File: config.mk
export PLATFORM = sky130hd
export DESIGN_NAME = mux4_1_rr
export DESIGN_NICKNAME = d
export VERILOG_FILES = /design/src/rtl/mux4_1_rr.sv
export SDC_FILE = /design/constraint.sdc
export NUM_CORES = 1
export LEC_CHECK = 0
export CAP_MARGIN = 10
export CORE_AREA = 5 5 42 44
export CTS_CLUSTER_SIZE = 10
export DETAILED_ROUTE_END_ITERATION = 16
export DIE_AREA = 0 0 47 49
export PLACE_DENSITY = 0.63
export SYNTH_ARGS = -nofsm -noshare
export SYNTH_HDL_FRONTEND = slang
export SYNTH_SLANG_ARGS = --single-unit
File: constraint.sdc
create_clock -name clk -period 2.2 [get_ports clk]
set_clock_uncertainty 0.15 [all_clocks]
set_input_delay 0.66 -clock clk [delete_from_list [all_inputs] [get_ports clk]]
set_output_delay 0.66 -clock clk [all_outputs]
set_load 0.05 [all_outputs]
File: src/rtl/mux4_1_rr.sv
// 4:1 round-robin merging multiplexer with one registered output stage.
// Optional packet locking is enabled by defining MUX4_PKT_LOCK_EN.
module mux4_1_rr #(
    parameter int WIDTH = 1
) (
    input  logic                 clk,
    input  logic                 rst,
    input  logic [4*WIDTH-1:0]   X,
    input  logic [3:0]           x_valid,
    output logic [3:0]           x_ready,
    input  logic [3:0]           x_last,
    output logic [WIDTH-1:0]     Y,
    output logic [1:0]           sel,
    output logic                 y_valid,
    input  logic                 y_ready
);

    logic [WIDTH-1:0] ch_data [4];
    logic [1:0]       cand    [4];

    logic [1:0]       ptr_q;
    logic [WIDTH-1:0] y_q;
    logic [1:0]       sel_q;
    logic             y_valid_q;

    logic             load;
    logic [1:0]       rr_grant;
    logic             rr_found;
    logic [1:0]       grant;
    logic             grant_valid;

    // cand[k] is the channel examined at priority rank k (ptr+1 first, ptr last)
    generate
        for (genvar gi = 0; gi < 4; gi++) begin : g_chan
            assign ch_data[gi] = X[gi*WIDTH +: WIDTH];
            assign cand[gi]    = ptr_q + 2'(gi + 1);
            assign x_ready[gi] = !rst && load && grant_valid && (grant == 2'(gi));
        end
    endgenerate

    assign load = !y_valid_q || y_ready;

    always_comb begin
        rr_grant = ptr_q;
        rr_found = 1'b0;
        for (int k = 0; k < 4; k++) begin
            if (!rr_found && x_valid[cand[k]]) begin
                rr_grant = cand[k];
                rr_found = 1'b1;
            end
        end
    end

`ifdef MUX4_PKT_LOCK_EN
    typedef enum logic {IDLE, LOCKED} state_t;

    state_t     state_q;
    logic [1:0] lock_ch_q;

    // While a packet is open only its channel may advance, even if it stalls
    always_comb begin
        if (state_q == LOCKED) begin
            grant       = lock_ch_q;
            grant_valid = x_valid[lock_ch_q];
        end else begin
            grant       = rr_grant;
            grant_valid = rr_found;
        end
    end
`else
    logic unused_x_last;

    assign unused_x_last = ^x_last;
    assign grant         = rr_grant;
    assign grant_valid   = rr_found;
`endif

    always_ff @(posedge clk) begin
        if (rst) begin
            y_q       <= '0;
            sel_q     <= 2'd0;
            y_valid_q <= 1'b0;
            ptr_q     <= 2'd3;
`ifdef MUX4_PKT_LOCK_EN
            state_q   <= IDLE;
            lock_ch_q <= 2'd0;
`endif
        end else if (load) begin
            if (grant_valid) begin
                y_q       <= ch_data[grant];
                sel_q     <= grant;
                y_valid_q <= 1'b1;
                ptr_q     <= grant;
`ifdef MUX4_PKT_LOCK_EN
                case (state_q)
                    IDLE: begin
                        if (!x_last[grant]) begin
                            state_q   <= LOCKED;
                            lock_ch_q <= grant;
                        end
                    end
                    LOCKED: begin
                        if (x_last[lock_ch_q]) begin
                            state_q <= IDLE;
                        end
                    end
                    default: state_q <= IDLE;
                endcase
`endif
            end else begin
                y_valid_q <= 1'b0;
            end
        end
    end

    assign Y       = y_q;
    assign sel     = sel_q;
    assign y_valid = y_valid_q;

endmodule

# Word-level counts from Yosys, hierarchy flattened
# Index checks and enable logic that the tools add are counted.
# op_classes
n_eq_ne,3
n_bitwise,1
addsub,3
n_lt_le_gt_ge,5
reduce_logical,17
muxes,20
# ops
cell,n
2-bit by 3-bit < comparator with 1-bit output (second input constant),4
1-bit two-way mux,11
1-bit binary-select mux with 2-bit select,5
1-bit logical AND,9
2-bit two-way mux,4
1-bit logical NOT,5
2-bit adder (second input constant),2
2-bit equality test (second input constant),2
3-bit greater-or-equal comparator (second input constant),1
2-bit NOT with 3-bit output,1
2-bit by 1-bit adder with 2-bit output (second input constant),1
2-bit by 1-bit equality test with 1-bit output (second input constant),1
2-bit logical NOT,1
2-bit AND reduction,1
1-bit logical OR,1
# word_totals
reg_bits,6
output_inout_bits,8
inputBits,15
elab_cells,53

# Depth between registers and ports, before layout
# Gate-level depths: netlist of run 1.
# logic_depth
depth_word,17
ltp_mapped,5
ltp_nobuf,5

# Worst setup path after synthesis of run 1
# No wires, ideal clock.
# synth_timing
kind,input -> output
startpoint,input x_valid[3]
endpoint,output x_ready[0]
setup_slack_ns,-0.514
stages,4
path_buffers,0
arrival_ns,1.904
required_ns,1.390
path_cell_list,or2_1 a21oi_1 o21ai_0 nor2_1
# synth_between
elab_chain_cells,14
# synth_lines
element,line_no,text
start: declaration,9,"input logic [3:0] x_valid,"
1-bit binary-select mux with 2-bit select,47,if (!rr_found && x_valid[cand[k]]) begin
1-bit two-way mux (not written as such),47,
1-bit two-way mux,47,
1-bit logical NOT,47,
1-bit logical AND,47,
1-bit two-way mux,47,
1-bit logical NOT,47,
1-bit logical AND,47,
1-bit two-way mux,47,
1-bit logical NOT,47,
1-bit logical AND,47,
2-bit two-way mux / 1-bit two-way mux (equally long branches),47,
2-bit logical NOT / 1-bit logical AND (equally long branches),37,assign x_ready[gi] = !rst && load && grant_valid && (grant == 2'(gi));
1-bit logical AND *,37,
end: declaration,10,"output logic [3:0] x_ready,"
# Mark *: on every way between the ends. The rest lies on a longest branch, timed or not. The select of a mux whose other input is x is not followed.

# Worst setup path in the final report of run 1
# layout_timing
startpoint,input x_valid[2]
endpoint,output x_ready[2]
# layout_between
elab_chain_cells,14
# layout_lines
element,line_no
1-bit binary-select mux with 2-bit select,47
1-bit two-way mux (not written as such),47
1-bit two-way mux,47
1-bit logical NOT,47
1-bit logical AND,47
1-bit two-way mux,47
1-bit logical NOT,47
1-bit logical AND,47
1-bit two-way mux,47
1-bit logical NOT,47
1-bit logical AND,47
2-bit two-way mux / 1-bit two-way mux (equally long branches),47
2-bit equality test / 1-bit logical AND (equally long branches),37
1-bit logical AND *,37
# Marked as above.

==> run metrics, run 1 <==
post-route ant nets=0; total iterations of the first detailed-routing run=4; power density normalized to cell area=approximately 570 nW/µm²; Required @ worst endpoint=approximately 1400 ps; arrival time at the worst endpoint=1640 ps; Final Routed Wirelength=around 1.3 mm; number of fill cells=120; number of primary I/O pins=23; initial standard-cell utilization of the core=0.287; Non-Filler Instances=101; largest fanout of any net on the critical path=4; number of buffers between clock root and the deepest sink=2; Relative slew margins=0.770; Die Height=49 µm; setup repair after global routing missed its margin=yes; yosys warns=0; part of the power in the clock network=0.202; number of inserted diodes=0; average wire length per cell after detail routing=13.3 µm; CTS tree=done; count of state elements after synthesis=6; number of clock sinks=6; status=complete, but fails checks; total global-route track usage=0.127; cell area after layout=852 µm²; critical setup path kind=input pin to output pin; leading cell types by total area after synthesis=sky130_fd_sc_hd__dfxtp_1 (30%), sky130_fd_sc_hd__nor2_1 (8.4%), sky130_fd_sc_hd__o41ai_4 (6.8%); CTS clk-pin slew, worst paths=40 ps; count of different cell masters after synthesis=24; violation count after the first detailed-routing iteration=7; clock buffers created by TritonCTS=3; top-area cell type share of the netlist area=0.298; Post-Syn Area=403 µm²; transition time at the pin with the least slew margin=343 ps; detail-routed via count per cell=4.93; Setup violations, final=4; mean instance size in the synthesized netlist=8.22 µm²; post-synthesis cell type with the largest combined area=sky130_fd_sc_hd__dfxtp_1; pin count of the biggest net entering global routing=9; DRC Markers=0; floorplan die width=47 µm; final critical-path setup slack=-251 ps; class of the worst hold path=flip-flop to flip-flop; Static Leak=0.376 nW; cell count after synthesis=49; DR vias=498; critical path capture point type=output pin; number of input and output port buffers inserted=18; vias in the first global route=492; total of max-cap violations=0; placed cell count=93; clock latency on the worst-skew pair=around 240 ps; CTS Hold Bufs=0; fraction of power spent switching nets=0.377; fraction of layout instances using a drive strength above 1=0.600; Placed Area=714 µm²; CP startpoint kind=input pin; largest voltage drop on the vdd net=0.357 mV; count of endpoints failing hold in the final timing report=0; Layout Nets=102; die area=2300 µm²; power spent charging and discharging nets=around 0.18 mW; global-route wire length before repair=2.15 mm; residual overflow from global routing=0; global placement routability congestion=0.745; area growth from synthesis to layout=111%; combinational cell fraction of total power=0.519; sequential fraction of the synthesis area=0.298; Int Power=0.302 mW; synthesized net count=64; post-route fraction of the period consumed by the critical path=1.11; sequential group share of total power=0.279; area of the placeable core=1400 µm²; post-place setup slack=-750 ps; final critical path time including I/O delays and setup=2450 ps; Fmax=408 MHz; H-Tree Depth=1; clock root buffer master=sky130_fd_sc_hd__clkbuf_4; total power after layout=around 0.49 mW; failing checks=setup timing; max-slew violations=0; Site Rows=14; initial antenna violation count=0
## metal layers
metal | vias to the layer above | share of wire | GRT usage
met5 | - | 0 | 0
met4 | 0 | 0 | 0.0415
met3 | 0 | 0.023 | 0.0332
met2 | 7 | 0.56 | 0.204
met1 | 235 | 0.42 | 0.159
li1 | 256 | - | -
## worst paths after layout
kind / endpoint / depth (start not counted) / start / slack (ps)
worst max-delay path: x_ready[2] / 7 / x_valid[2] / -250
worst min-delay path: sel[1] / 2 / sel[1] / 360
worst max register to register: Y / 7 / ptr_q[0] / 430
worst min register to register: sel[1] / 2 / sel[1] / 360
## power by group through the flow
| stage | registers, mW | clock network, mW | logic, mW |
|---|---|---|---|
| 3_3_place_gp | 0.136 | 0 | 0.217 |
| 6_report | 0.135 | 0.0980 | 0.252 |
| 5_1_grt | 0.137 | 0.116 | 0.266 |
| 3_5_place_dp | 0.136 | 0 | 0.217 |
| 2_1_floorplan | 0.158 | 0 | 0.107 |
| 4_1_cts | 0.135 | 0.103 | 0.247 |
## final cells by class
cell class              count  area (µm²)  share of cell area
inverters                   1        3.75             0.00441
repair buffers             34         319               0.374
flip-flops and latches      6         121               0.142
clock buffers               3        22.5              0.0264
well taps                  16        20.0              0.0235
multi-input cells          41         365               0.429
## metrics by stage
step | TNS, ps | hold slack [ps] | util
floorplan | -439 | 461 | -
detailed placement | -4370 | 337 | 0.510
CTS | -904 | 360 | 0.598
global route | -1130 | 406 | 0.608
finish | -959 | 357 | 0.608
global placement | -4310 | 333 | 0.510
## cell families (layout without fill, tap and decap cells)
kind of cell / count (synthesis) / after routing / share of synthesized area
and+or+nand+nor: 24 / 24 / 0.314
DFF: 6 / 6 / 0.298
AOI/OAI and AO/OA: 17 / 17 / 0.370
buffers and inverters: 2 / 38 / 0.0186
## cells in the final DEF, fill, tap and decap left out, types with 2 or more instances in the layout
cell type | Yosys | routed
sky130_fd_sc_hd__nor2_4 | 0 | 5
sky130_fd_sc_hd__nor2b_1 | 2 | 2
sky130_fd_sc_hd__o21ai_0 | 3 | 2
sky130_fd_sc_hd__clkbuf_4 | 0 | 3
sky130_fd_sc_hd__buf_6 | 0 | 4
sky130_fd_sc_hd__buf_8 | 0 | 3
sky130_fd_sc_hd__nand2b_4 | 0 | 3
sky130_fd_sc_hd__nand3_1 | 5 | 4
sky130_fd_sc_hd__buf_4 | 0 | 20
sky130_fd_sc_hd__dfxtp_1 | 6 | 5
sky130_fd_sc_hd__nor3_1 | 2 | 2
sky130_fd_sc_hd__clkdlybuf4s50_1 | 0 | 4
sky130_fd_sc_hd__a21oi_2 | 0 | 2
sky130_fd_sc_hd__nor2_1 | 9 | 4
## critical path: stages
cell                      delay [ps]
sky130_fd_sc_hd__buf_8           100
sky130_fd_sc_hd__buf_6           110
sky130_fd_sc_hd__o41ai_4         360
sky130_fd_sc_hd__nor2_4           90
sky130_fd_sc_hd__nand3_4         120
sky130_fd_sc_hd__nor2_4           50
sky130_fd_sc_hd__buf_8           140
## state kept, by name (all words and copies together), names as in the netlist
register,flops
Y,1
sel,2
y_valid,1
ptr_q,2
## synth_stat cells
library cell               instances
sky130_fd_sc_hd__nor2_1            9
sky130_fd_sc_hd__dfxtp_1           6
sky130_fd_sc_hd__nand3_1           5
sky130_fd_sc_hd__a21oi_1           3
sky130_fd_sc_hd__o21ai_0           3
sky130_fd_sc_hd__nand2b_1          2
sky130_fd_sc_hd__nand2b_2          2
sky130_fd_sc_hd__nor2b_1           2
sky130_fd_sc_hd__nor3_1            2
sky130_fd_sc_hd__a211o_1           1
sky130_fd_sc_hd__a21o_1            1
sky130_fd_sc_hd__a221o_1           1
sky130_fd_sc_hd__a221oi_2          1
sky130_fd_sc_hd__a31oi_1           1
sky130_fd_sc_hd__a32o_1            1
sky130_fd_sc_hd__and2b_2           1
sky130_fd_sc_hd__clkbuf_1          1
sky130_fd_sc_hd__inv_1             1
sky130_fd_sc_hd__o211a_1           1
sky130_fd_sc_hd__o211ai_1          1
sky130_fd_sc_hd__o21ai_2           1
sky130_fd_sc_hd__o21bai_1          1
sky130_fd_sc_hd__o41ai_4           1
sky130_fd_sc_hd__or2_1             1
## what timing repair did
action | CTS | global route
setup endpoints to repair | 7 | 4
pin swaps | 6 | 2
gates resized for setup | 41 | 5
setup buffers | 5 | 0
(Power assumes the default switching activity.)
==> run 2, diff against run 1 <==
--- a/config.mk
+++ b/config.mk
@@ -11,6 +11,7 @@
 export DETAILED_ROUTE_END_ITERATION = 16
 export DIE_AREA = 0 0 47 49
 export PLACE_DENSITY = 0.63
+export REMOVE_ABC_BUFFERS = 1
 export SYNTH_ARGS = -nofsm -noshare
 export SYNTH_HDL_FRONTEND = slang
 export SYNTH_SLANG_ARGS = --single-unit
==> run 2 against run 1 <==
  * The flow still finishes with violations (setup timing)
  * Clock power barely moved
  * Worst hold slack got worse by 10 ps
  * Wire length rose by 3.0%
  * Sequential power barely moved
  * Global-route usage rose by 0.48 points
  * Combinational power rose by 2%
  * Cell count rose by 3.0%
  * Die area did not move
  * Cell area rose by 4.1%
  * Power rose by 1.1%
  * Critical path type unchanged
  * Largest cell class is now non-clock buffers
  * Highest routed layer is now met4
==> run metrics, run 2 (same netlist as run 1, synthesis figures left out) <==
setup repair after global routing missed its margin=yes; total iterations of the first detailed-routing run=4; total power after layout=~0.49 mW; floorplan die width=47 µm; largest fanout of any net on the critical path=5; total global-route track usage=0.132; failing checks=setup timing; CTS clk-pin slew, worst paths=40 ps; detail-routed via count per cell=a little over 5; met2 usage=0.229; fraction of layout instances using a drive strength above 1=0.580; Non-Filler Instances=roughly 100; vias in the first global route=522; storage element area=120 µm²; DR vias=around 520; Critical Path Max Stage Delay=about 370 ps; power density normalized to cell area=553 nW/µm²; class of the worst hold path=flip-flop to flip-flop; leading cell type in the layout, fill and taps excluded=sky130_fd_sc_hd__buf_4; Fmax=407 MHz; clock buffers created by TritonCTS=3; Layout Nets=105; critical path capture point type=output pin; violation count after the first detailed-routing iteration=8; area growth from synthesis to layout=120%; transition time at the pin with the least slew margin=367 ps; arrival time at the worst endpoint=1650 ps; total of max-cap violations=0; number of input and output port buffers inserted=18; max-slew violations=0; CP startpoint kind=input pin; Slowest-stage cell, CP=sky130_fd_sc_hd__a221oi_4; GRT busiest layer=met2; status=complete, but fails checks; clock root buffer master=sky130_fd_sc_hd__clkbuf_4; clock latency on the worst-skew pair=240 ps; cell area after layout=887 µm²; pin count of the biggest net entering global routing=9; fin util=0.633; DP Wirelength=between 1 and 1.5 mm; Cell Chain, Critical Path=buf_6 -> inv_2 -> o21ai_2 -> buf_4 -> a221oi_4 -> nor2_2 -> buf_12; count of endpoints failing hold in the final timing report=0; leading cell types in the layout, fill and taps excluded=sky130_fd_sc_hd__buf_4 (20), sky130_fd_sc_hd__dfxtp_1 (6), sky130_fd_sc_hd__buf_6 (6); Final Routed Wirelength=1.39 mm; Setup violations, final=4; Static Leak=0.402 nW; number of primary I/O pins=23; initial standard-cell utilization of the core=0.287; post-route ant nets=0; global-route wire length before repair=approximately 2.3 mm; die area=2300 µm²; number of clock sinks=6; Site Rows=14; number of buffers between clock root and the deepest sink=2; CTS tree=done; post-route fraction of the period consumed by the critical path=1.12; Placed Area=737 µm²; post-place setup slack=-772 ps; area of the placeable core=1400 µm²; met3 track utilization from global routing=0.0148; global placement routability congestion=0.726; final critical path time including I/O delays and setup=2460 ps; final critical-path setup slack=-258 ps; placed cell count=98; initial antenna violation count=0; number of fill cells=approximately 120; largest voltage drop on the vdd net=roughly 0.36 mV; DRC Markers=0; worst hold slack=~350 ps; average wire length per cell after detail routing=13.3 µm; final-layout setup total negative slack=-972 ps; Required @ worst endpoint=1390 ps; critical setup path kind=input pin to output pin; number of inserted diodes=0; Die Height=49 µm; Relative slew margins=0.755; H-Tree Depth=1; residual overflow from global routing=0; GR met1 Demand/Resource=0.148; multi-input combinational cell area=355 µm²
-- run 2: final cells by class --
| class | instances | share of cell area |
|---|---|---|
| Tap cell | 16 | 0.0226 |
| Timing Repair Buffer | 37 | 0.412 |
| Inverter | 1 | 0.00423 |
| Sequential cell | 6 | 0.135 |
| Clock buffer | 3 | 0.0254 |
| Multi-Input combinational cell | 41 | 0.401 |
-- run 2: final timing paths --
kind / start / to / slack [ps] / cells after the start
worst max-delay path: x_valid[1] / x_ready[1] / -260 / 7
worst min-delay path: sel[1] / sel[1] / 350 / 2
worst max register to register: ptr_q[0] / Y / 460 / 6
worst min register to register: sel[1] / sel[1] / 350 / 2
-- run 2: critical path: cells and delay by family --
family	cells	cell delay [ps]
and+or+nand+nor	1	100
AOI/OAI and AO/OA	2	430
buffers and inverters	4	450
-- run 2: layer usage --
layer	vias up	share of wire
li1	262	-
met1	246	0.42
met2	13	0.53
met3	3	0.032
met4	0	0.021
met5	-	0
-- run 2: repair_timing --
item	CTS	global route
pin swaps	11	7
hold buffers	0	0
buffers inserted	2	1
cloned	0	0
endpoints found under the setup margin	5	4
resized for setup	43	9
-- run 2: report_power, final --
group	total (mW)	switching [mW]	internal, mW
clock network	0.100	0.0384	0.0616
registers	0.135	0.0135	0.122
logic	0.256	0.131	0.124
==> run 3, diff against run 2 <==
--- a/config.mk
+++ b/config.mk
@@ -5,7 +5,7 @@
 export SDC_FILE = /design/constraint.sdc
 export NUM_CORES = 1
 export LEC_CHECK = 0
-export CAP_MARGIN = 10
+export CAP_MARGIN = 20
 export CORE_AREA = 5 5 42 44
 export CTS_CLUSTER_SIZE = 10
 export DETAILED_ROUTE_END_ITERATION = 16
==> results of run 3 <==
Final layout, timing and power as in run 2 (identical DEF).
